File: src/rtl/ipdc_pkg.sv
// Shared definitions for the ipdc command feeder: op modes, sequencer states
// and pixel/image geometry.
package ipdc_pkg;

    localparam int PIX_W      = 24;
    localparam int IMG_PIXELS = 64;
    localparam int WIN_PIXELS = 16;

    localparam logic [2:0] OP_LOAD    = 3'd0;
    localparam logic [2:0] OP_RIGHT   = 3'd1;
    localparam logic [2:0] OP_DOWN    = 3'd2;
    localparam logic [2:0] OP_DEFAULT = 3'd3;
    localparam logic [2:0] OP_ZOOM    = 3'd4;
    localparam logic [2:0] OP_MEDIAN  = 3'd5;
    localparam logic [2:0] OP_YCBCR   = 3'd6;
    localparam logic [2:0] OP_RGB     = 3'd7;

    typedef enum logic [2:0] {
        ST_IDLE,
        ST_ISSUE,
        ST_LOAD,
        ST_WAIT_DONE,
        ST_WAIT_DISP
    } state_e;

    // Shift/zoom ops return a display window; filter/colour ops only finish.
    function automatic state_e issue_next(input logic [2:0] mode);
        if (mode == OP_LOAD)
            return ST_LOAD;
        else if (mode <= OP_ZOOM)
            return ST_WAIT_DISP;
        else
            return ST_WAIT_DONE;
    endfunction

endpackage

File: src/rtl/ipdc_cmd_fifo.sv
// Small synchronous FIFO for queued op modes. A push while full is accepted
// only when a pop frees a slot in the same cycle.
module ipdc_cmd_fifo #(
    parameter int WIDTH = 3,
    parameter int DEPTH = 4,
    localparam int AW   = $clog2(DEPTH)
) (
    input  logic             i_clk,
    input  logic             i_rst,
    input  logic             i_push,
    input  logic [WIDTH-1:0] i_data,
    input  logic             i_pop,
    output logic [WIDTH-1:0] o_data,
    output logic             o_full,
    output logic             o_empty,
    output logic [AW:0]      o_count
);

    logic [WIDTH-1:0] mem_q [DEPTH];
    logic [WIDTH-1:0] mem_d [DEPTH];
    logic [AW-1:0]    wr_ptr_q, wr_ptr_d;
    logic [AW-1:0]    rd_ptr_q, rd_ptr_d;
    logic [AW:0]      count_q, count_d;
    logic             push_ok, pop_ok;

    assign o_full  = (count_q == (AW+1)'(DEPTH));
    assign o_empty = (count_q == '0);
    assign o_count = count_q;
    assign o_data  = mem_q[rd_ptr_q];

    assign pop_ok  = i_pop && !o_empty;
    assign push_ok = i_push && (!o_full || pop_ok);

    always_comb begin
        mem_d    = mem_q;
        wr_ptr_d = wr_ptr_q;
        rd_ptr_d = rd_ptr_q;
        count_d  = count_q + (AW+1)'(push_ok) - (AW+1)'(pop_ok);
        if (push_ok) begin
            mem_d[wr_ptr_q] = i_data;
            wr_ptr_d        = wr_ptr_q + AW'(1);
        end
        if (pop_ok)
            rd_ptr_d = rd_ptr_q + AW'(1);
    end

    always_ff @(posedge i_clk) begin
        if (i_rst) begin
            for (int i = 0; i < DEPTH; i++)
                mem_q[i] <= '0;
            wr_ptr_q <= '0;
            rd_ptr_q <= '0;
            count_q  <= '0;
        end else begin
            mem_q    <= mem_d;
            wr_ptr_q <= wr_ptr_d;
            rd_ptr_q <= rd_ptr_d;
            count_q  <= count_d;
        end
    end

endmodule

File: src/rtl/ipdc_cmd_feeder.sv
// Sequencer in front of ipdc: queues host op modes, issues them one at a time,
// streams load pixels, collects display windows and guards every wait with a timeout.
module ipdc_cmd_feeder
    import ipdc_pkg::*;
#(
    parameter int CMD_DEPTH  = 4,
    parameter int IMG_PIXELS = ipdc_pkg::IMG_PIXELS,
    parameter int WIN_PIXELS = ipdc_pkg::WIN_PIXELS,
    parameter int TIMEOUT    = 1024
) (
    input  logic             i_clk,
    input  logic             i_rst,
    input  logic             i_cmd_valid,
    input  logic [2:0]       i_cmd_mode,
    output logic             o_cmd_ready,
    input  logic             i_pix_valid,
    input  logic [PIX_W-1:0] i_pix_data,
    output logic             o_pix_ready,
    output logic             o_op_valid,
    output logic [2:0]       o_op_mode,
    output logic             o_in_valid,
    output logic [PIX_W-1:0] o_in_data,
    input  logic             i_in_ready,
    input  logic             i_out_valid,
    input  logic [PIX_W-1:0] i_out_data,
    output logic             o_win_valid,
    output logic [PIX_W-1:0] o_win_data,
    output logic             o_win_last,
    output logic             o_busy,
    output logic             o_done,
    output logic             o_err
);

    localparam int AW  = $clog2(CMD_DEPTH);
    localparam int WCW = $clog2(WIN_PIXELS + 1);
    localparam int TCW = $clog2(TIMEOUT + 1);

    state_e           state_q, state_d;
    logic [2:0]       cur_mode_q, cur_mode_d;
    logic [6:0]       pix_cnt_q, pix_cnt_d;
    logic [WCW-1:0]   win_cnt_q, win_cnt_d;
    logic [TCW-1:0]   tmo_cnt_q, tmo_cnt_d;
    logic             err_q, err_d;
    logic             done_q, done_d;
    logic             win_valid_q, win_valid_d;
    logic             win_last_q, win_last_d;
    logic [PIX_W-1:0] win_data_q, win_data_d;

    logic             fifo_pop, fifo_full, fifo_empty;
    logic [2:0]       fifo_head;
    logic [AW:0]      fifo_count;
    logic             in_load, xfer, waiting, progress;

    ipdc_cmd_fifo #(
        .WIDTH (3),
        .DEPTH (CMD_DEPTH)
    ) u_fifo (
        .i_clk   (i_clk),
        .i_rst   (i_rst),
        .i_push  (i_cmd_valid),
        .i_data  (i_cmd_mode),
        .i_pop   (fifo_pop),
        .o_data  (fifo_head),
        .o_full  (fifo_full),
        .o_empty (fifo_empty),
        .o_count (fifo_count)
    );

    assign in_load  = (state_q == ST_LOAD);
    assign xfer     = in_load && i_pix_valid && i_in_ready;
    assign waiting  = in_load || (state_q == ST_WAIT_DONE) || (state_q == ST_WAIT_DISP);
    assign progress = xfer || (i_out_valid &&
                      ((state_q == ST_WAIT_DONE) || (state_q == ST_WAIT_DISP)));

    always_comb begin
        state_d     = state_q;
        cur_mode_d  = cur_mode_q;
        pix_cnt_d   = pix_cnt_q;
        win_cnt_d   = win_cnt_q;
        tmo_cnt_d   = tmo_cnt_q;
        err_d       = err_q;
        done_d      = 1'b0;
        win_valid_d = 1'b0;
        win_last_d  = 1'b0;
        win_data_d  = '0;
        fifo_pop    = 1'b0;

        case (state_q)
            ST_IDLE: begin
                if (!fifo_empty) begin
                    fifo_pop   = 1'b1;
                    cur_mode_d = fifo_head;
                    state_d    = ST_ISSUE;
                end
            end
            ST_ISSUE: begin
                tmo_cnt_d = '0;
                state_d   = issue_next(cur_mode_q);
            end
            ST_LOAD: begin
                if (xfer) begin
                    tmo_cnt_d = '0;
                    if (pix_cnt_q == 7'(IMG_PIXELS - 1)) begin
                        pix_cnt_d = '0;
                        state_d   = ST_WAIT_DONE;
                    end else begin
                        pix_cnt_d = pix_cnt_q + 7'd1;
                    end
                end
            end
            ST_WAIT_DONE: begin
                if (i_out_valid) begin
                    tmo_cnt_d = '0;
                    done_d    = 1'b1;
                    state_d   = ST_IDLE;
                end
            end
            ST_WAIT_DISP: begin
                if (i_out_valid) begin
                    tmo_cnt_d   = '0;
                    win_valid_d = 1'b1;
                    win_data_d  = i_out_data;
                    if (win_cnt_q == WCW'(WIN_PIXELS - 1)) begin
                        win_last_d = 1'b1;
                        done_d     = 1'b1;
                        win_cnt_d  = '0;
                        state_d    = ST_IDLE;
                    end else begin
                        win_cnt_d = win_cnt_q + WCW'(1);
                    end
                end
            end
            default: state_d = ST_IDLE;
        endcase

        // A stalled wait abandons the command; queued commands stay queued.
        if (waiting && !progress) begin
            if (tmo_cnt_q == TCW'(TIMEOUT - 1)) begin
                err_d     = 1'b1;
                state_d   = ST_IDLE;
                pix_cnt_d = '0;
                win_cnt_d = '0;
                tmo_cnt_d = '0;
            end else begin
                tmo_cnt_d = tmo_cnt_q + TCW'(1);
            end
        end

        // ipdc output while nothing is expected from it is a protocol violation.
        if (i_out_valid && ((state_q == ST_IDLE) || (state_q == ST_ISSUE) || in_load))
            err_d = 1'b1;
    end

    always_ff @(posedge i_clk) begin
        if (i_rst) begin
            state_q     <= ST_IDLE;
            cur_mode_q  <= '0;
            pix_cnt_q   <= '0;
            win_cnt_q   <= '0;
            tmo_cnt_q   <= '0;
            err_q       <= 1'b0;
            done_q      <= 1'b0;
            win_valid_q <= 1'b0;
            win_last_q  <= 1'b0;
            win_data_q  <= '0;
        end else begin
            state_q     <= state_d;
            cur_mode_q  <= cur_mode_d;
            pix_cnt_q   <= pix_cnt_d;
            win_cnt_q   <= win_cnt_d;
            tmo_cnt_q   <= tmo_cnt_d;
            err_q       <= err_d;
            done_q      <= done_d;
            win_valid_q <= win_valid_d;
            win_last_q  <= win_last_d;
            win_data_q  <= win_data_d;
        end
    end

    assign o_cmd_ready = !fifo_full;
    assign o_pix_ready = in_load && i_in_ready;
    assign o_in_valid  = xfer;
    assign o_in_data   = in_load ? i_pix_data : '0;
    assign o_op_valid  = (state_q == ST_ISSUE);
    assign o_op_mode   = (state_q == ST_ISSUE) ? cur_mode_q : 3'd0;
    assign o_win_valid = win_valid_q;
    assign o_win_data  = win_data_q;
    assign o_win_last  = win_last_q;
    assign o_busy      = (state_q != ST_IDLE) || (fifo_count != '0);
    assign o_done      = done_q;
    assign o_err       = err_q;

endmodule
File: config.mk
export PLATFORM = sky130hd
export DESIGN_NAME = ipdc_cmd_feeder
export DESIGN_NICKNAME = d
export VERILOG_FILES = /design/src/rtl/ipdc_pkg.sv /design/src/rtl/ipdc_cmd_fifo.sv /design/src/rtl/ipdc_cmd_feeder.sv
export SDC_FILE = /design/constraint.sdc
export NUM_CORES = 1
export LEC_CHECK = 0
export CAP_MARGIN = 30
export CORE_UTILIZATION = 40
export DETAILED_ROUTE_END_ITERATION = 8
export HOLD_SLACK_MARGIN = 0.05
export PLACE_DENSITY = 0.72
export SYNTH_ARGS = -nofsm -noshare
export SYNTH_HDL_FRONTEND = slang
export SYNTH_HIERARCHICAL = 1
export SYNTH_SLANG_ARGS = --single-unit
File: constraint.sdc
create_clock -name i_clk -period 8 [get_ports i_clk]
set_clock_uncertainty 0.1 [all_clocks]
set_input_delay 1.2 -clock i_clk [delete_from_list [all_inputs] [get_ports i_clk]]
set_output_delay 1.2 -clock i_clk [all_outputs]
set_load 0.05 [all_outputs]
### Word level (Yosys, flattened, before mapping)

Cells that the tools add are included.
Widths: inputs -> output; s select.

* flip-flop bits (word level): 76
* bits of input ports: 57
* output and inout port bits: 60
* word-level logic and storage cells: 120

* add/subtract/negate cells: 7
* order comparisons: 4
* equal/unequal tests: 10
* mux-type cells: 43
* bitwise gates (word level): 5
* reduce and logical (&&, ||, !) cells: 34

Operators with widths (count)
* $mux 11: 4
* $mux 3: 14
* $mux 7: 5
* $pmux 11 s3: 1
* $mux 5: 5
* $mux 24: 1
* $pmux 3 s5: 1
* $bwmux 12: 1
* $add 11x1->11 const B: 1
* $eq 11x10->1 const B: 1
* $logic_and 1x1->1: 9
* $logic_not 3->1: 3
* $logic_or 1x1->1: 8
* $mux 1: 8
* $add 7x1->7 const B: 1
* $eq 7x6->1 const B: 1
* $bmux 3 s2: 1
* $demux 3 s2: 1
* $eq 3x2->1 const B: 2
* $eq 3x3->1 const B: 2
* $ge 3x3->1 const B: 2
* $ne 3x1->1 const B: 2
* $not 2->3: 2
* $reduce_bool 3->1: 2
* other kinds (17): 25

### Depth between registers and ports, before layout

* depth after elaboration: 8
* depth in mapped cells: 12
* depth with buffers taken out: 11

### By module

Netlist, hierarchy kept.

By module, submodules not included
* ipdc_cmd_feeder: times used 1, cells each 268, area each 2423.6 um^2, sequential area each 1141.1 um^2
* ipdc_cmd_fifo: times used 1, cells each 91, area each 960.9 um^2, sequential area each 380.4 um^2

### Worst setup path after synthesis

No wires, ideal clock.

* path type: reg2out
* start point: register state_q[0]
* end point: output port o_op_valid
* arrival time: 2.064 ns
* required time: 6.700 ns
* path slack: 4.636 ns
* cell stages (with the launch flop): 6
* buffers on the path: 3
* path through: dfxtp_1 -> buf_6 -> clkbuf_1 -> inv_1 -> clkbuf_1 -> nor3_1

* longest elaborated chain between the ends: 1

RTL lines
* start: declaration: line ipdc_cmd_feeder.sv:38 `state_e state_q, state_d;`
* start signal: assignment: line ipdc_cmd_feeder.sv:167 `state_q <= state_d;`
* $eq 3x1->1: line ipdc_cmd_feeder.sv:184 `assign o_op_valid = (state_q == ST_ISSUE);`
* end: declaration: line ipdc_cmd_feeder.sv:19 `output logic o_op_valid,`

Every way passes these cells.

### Final worst setup path

* start point: input port i_in_ready
* end point: output port o_in_valid

* longest elaborated chain between the ends: 1

RTL lines
* start: declaration: line ipdc_cmd_feeder.sv:23 `input logic i_in_ready,`
* $logic_and 1x1->1: line ipdc_cmd_feeder.sv:70 `assign xfer = in_load && i_pix_valid && i_in_ready;`
* end: declaration: line ipdc_cmd_feeder.sv:21 `output logic o_in_valid,`

Every way passes these cells.

==> metrics.md <==
| Metric | Value |
|---|---|
| Outcome | `finished, final reports clean` |
| GRT overflow | `0` |
| Row count | `33` |
| Critical path required time | `6.70 ns` |
| Critical Path Most Common Cell | `clkdlybuf4s50_1` |
| Max_slew headroom | `53.2%` |
| FF+latch count, synth | `76` |
| Vias | `2969` |
| Cell count after synthesis | `359` |
| # IOs | `117` |
| Dpl hpwl | `5540 µm` |
| Share of cells above drive strength 1 | `5.51%` |
| Post-synth top flop | `dfxtp_1` |
| DRC | `0` |
| Final setup viols | `0` |
| Tcrit/Tclk final | `52.7%` |
| Initial Util | `41.2%` |
| First-pass GRT wire length | `12400 µm` |
| Clock transition at path regs | `0.08 ns` |
| Leakage power | `1.94 nW` |
| Drt total wl | `7710 µm` |
| Crit-path max FO | `4` |
| R2R setup slack | `4.95 ns` |
| Die X | `94.0 µm` |
| Remaining antenna violation count | `0` |
| Max VDD drop | `0.134 mV` |
| Pre-Repair DR Iteration Count | `4` |
| Fmax | `237 MHz` |
| Clock root buffer | `clkbuf_8` |
| Setup_tns | `0 ns` |
| CP startpoint kind | `input pin` |
| Die height | `94.0 µm` |
| IO buf count | `116` |
| Wire length on met3 | `642 µm` |
| WHS | `0.353 ns` |
| Syn avg cell area | `9.43 µm²` |
| Crit path cell chain | `clkdlybuf4s50_1 > nand2_1 > nor2_1 > clkdlybuf4s50_1` |
| Final hold violations | `0` |
| Max stage delay on crit path | `0.85 ns` |
| Clk Latency, worst-skew pair | `0.34 ns` |
| Fill cells | `705` |
| Initial antenna violation count | `0` |
| Final #Nets | `535` |
| GRT Total Usage | `17.8%` |
| DR WL/cell | `13.4 µm` |
| N_diodes | `0` |
| Highest metal used | `met4` |
| Slowest-stage cell, CP | `clkdlybuf4s50_1` |
| Final min period | `4.22 ns` |
| Layout area overhead | `42.3%` |
| Final Wtd Congestion | `0.842` |
| Max Cap Viol | `0` |
| Unrepaired setup endpoints after global routing | `false` |
| PostCTS Resize Cnt | `0` |
| CTS HTree Levels | `3` |
| Slew Limit Fails | `0` |
| Initial DRC count | `169` |
| Post-Syn Area | `3380 µm²` |
| Largest net degree at the start of global routing | `37` |
| Post-synth EDFFs | `0` |
| Yosys warning count | `6` |
| CTS tree | `built` |
| Register area share after synthesis | `45.0%` |
| WS Path Type | `in -> out` |
| Non-filler cells, final | `577` |
| Synthesized net count | `427` |
| Die area | `8830 µm²` |
| Crit path capture type | `output port` |
| Min-Delay Path Class | `reg -> reg` |
| Number of global-route vias before repair | `2751` |
| Core Area | `8220 µm²` |
| Share of flip-flops with an asynchronous set or reset | `0%` |
| Power density cells | `263 nW/µm²` |
| Total CTS buffers | `9` |
| Via density | `5.15` |
| # Post-CTS Setup Buffers | `0` |
| Inst Count DP | `560` |
| Clock buffer depth | `2` |
| CTS sink count | `76` |
| Distinct cell type count after synthesis | `46` |
| Total power | `1.26 mW` |
| Met2 wire length | `3630 µm` |
| Slew at the pin closest to its max-slew limit | `0.696 ns` |
| Met1 Routed Length | `3330 µm` |
| Hold Buf Count CTS | `0` |
| Arr. time, crit path | `2.92 ns` |
## metrics by stage
stage,instance area [µm²],setup slack [ns],utilization [%]
after floorplan,3380,4.64,-
after global placement,4590,3.84,55.9
after detailed placement,4590,3.79,55.9
after CTS,4810,3.79,58.5
after global routing,4810,3.70,58.6
final,4810,3.78,58.6
## cells by family after synthesis
logic type	after synthesis	synth area share, %
buffers and inverters	30	3.88
flip-flops	76	45.0
AO/OA/AOI/OAI	34	6.10
adder cells (fa/ha/maj)	11	4.29
AND/OR/NAND/NOR	173	29.9
XOR/XNOR	15	3.88
multiplexers	20	7.02
## registers in the layout, indices dropped and copies added, names as in the netlist
signal / count
u_fifo/rd_ptr_q: 2
tmo_cnt_q: 11
win_cnt_q: 5
state_q: 3
o_done: 1
pix_cnt_q: 7
o_win_valid: 1
o_win_last: 1
u_fifo/mem_q: 12
o_win_data: 24
u_fifo/o_count: 3
o_err: 1
u_fifo/wr_ptr_q: 2
cur_mode_q: 3
## final cells by class
class                           count  area, µm²  area share, %
Multi-Input combinational cell    253       1730           36.0
Sequential cell                    76       1520           31.6
Tap cell                          105        131           2.73
Timing Repair Buffer              119       1180           24.6
Clock inverter                      6       88.8           1.85
Clock buffer                       10        128           2.65
Inverter                            8       30.0          0.624
## Yosys cell counts (all sizes together) (2+ instances only)
| master | count | area (µm²) |
|---|---|---|
| and4 | 2 | 17.5 |
| buf | 5 | 37.5 |
| xor2 | 10 | 87.6 |
| ha | 10 | 125 |
| and3 | 31 | 199 |
| nand2b | 16 | 100 |
| dfxtp | 76 | 1520 |
| nand2 | 11 | 41.3 |
| a211oi | 2 | 15.0 |
| and2 | 30 | 188 |
| nor2b | 3 | 18.8 |
| nand3 | 10 | 50.1 |
| o21ai | 12 | 60.1 |
| or3 | 5 | 31.3 |
| o31ai | 4 | 30.0 |
| nor3 | 18 | 90.1 |
| inv | 8 | 30.0 |
| nor2 | 23 | 86.3 |
| nand4 | 8 | 50.1 |
| a31oi | 2 | 12.5 |
| xnor2 | 5 | 43.8 |
| mux2i | 17 | 170 |
| nor4 | 5 | 43.8 |
| nand4b | 2 | 17.5 |
| mux4 | 3 | 67.6 |
| clkbuf | 17 | 63.8 |
| a21oi | 9 | 45.0 |
## path summary, 6_finish.rpt
kind | start | to | depth (start not counted)
max | i_in_ready | o_in_valid | 4
min | tmo_cnt_q[10] | tmo_cnt_q[10] | 2
max reg2reg | state_q[2] | u_fifo/o_count[2] | 10
min reg2reg | tmo_cnt_q[10] | tmo_cnt_q[10] | 2
## critical path, delay by kind of cell
| family | cells | cell delay [ns] |
|---|---|---|
| simple gates | 2 | 0.33 |
| buf+inv | 2 | 1.38 |
## power by group
| group | switching (mW) | internal (mW) | leakage (nW) |
|---|---|---|---|
| registers | 0.0518 | 0.408 | 0.615 |
| clock network | 0.140 | 0.176 | 0.102 |
| logic | 0.298 | 0.191 | 1.22 |
## per-layer routing
metal	track usage (%)	up-vias
li1	-	1470
met1	21.7	1376
met2	29.4	111
met3	5.34	12
met4	7.05	0
met5	0	-
## placed cells by master (no fill, tap or decap), types with 4 or more instances in the layout
cell	n
a21oi_1	9
and2_1	30
and3_1	30
clkbuf_8	9
clkdlybuf4s50_1	116
dfxtp_1	76
ha_1	10
inv_1	8
mux2i_1	17
nand2_1	11
nand2b_1	16
nand3_1	10
nand4_1	8
nor2_1	23
nor3_1	18
o21ai_0	10
o31ai_1	4
or3_1	5
xnor2_1	5
xor2_1	10
Note: power is estimated with default switching activity, not from simulation.
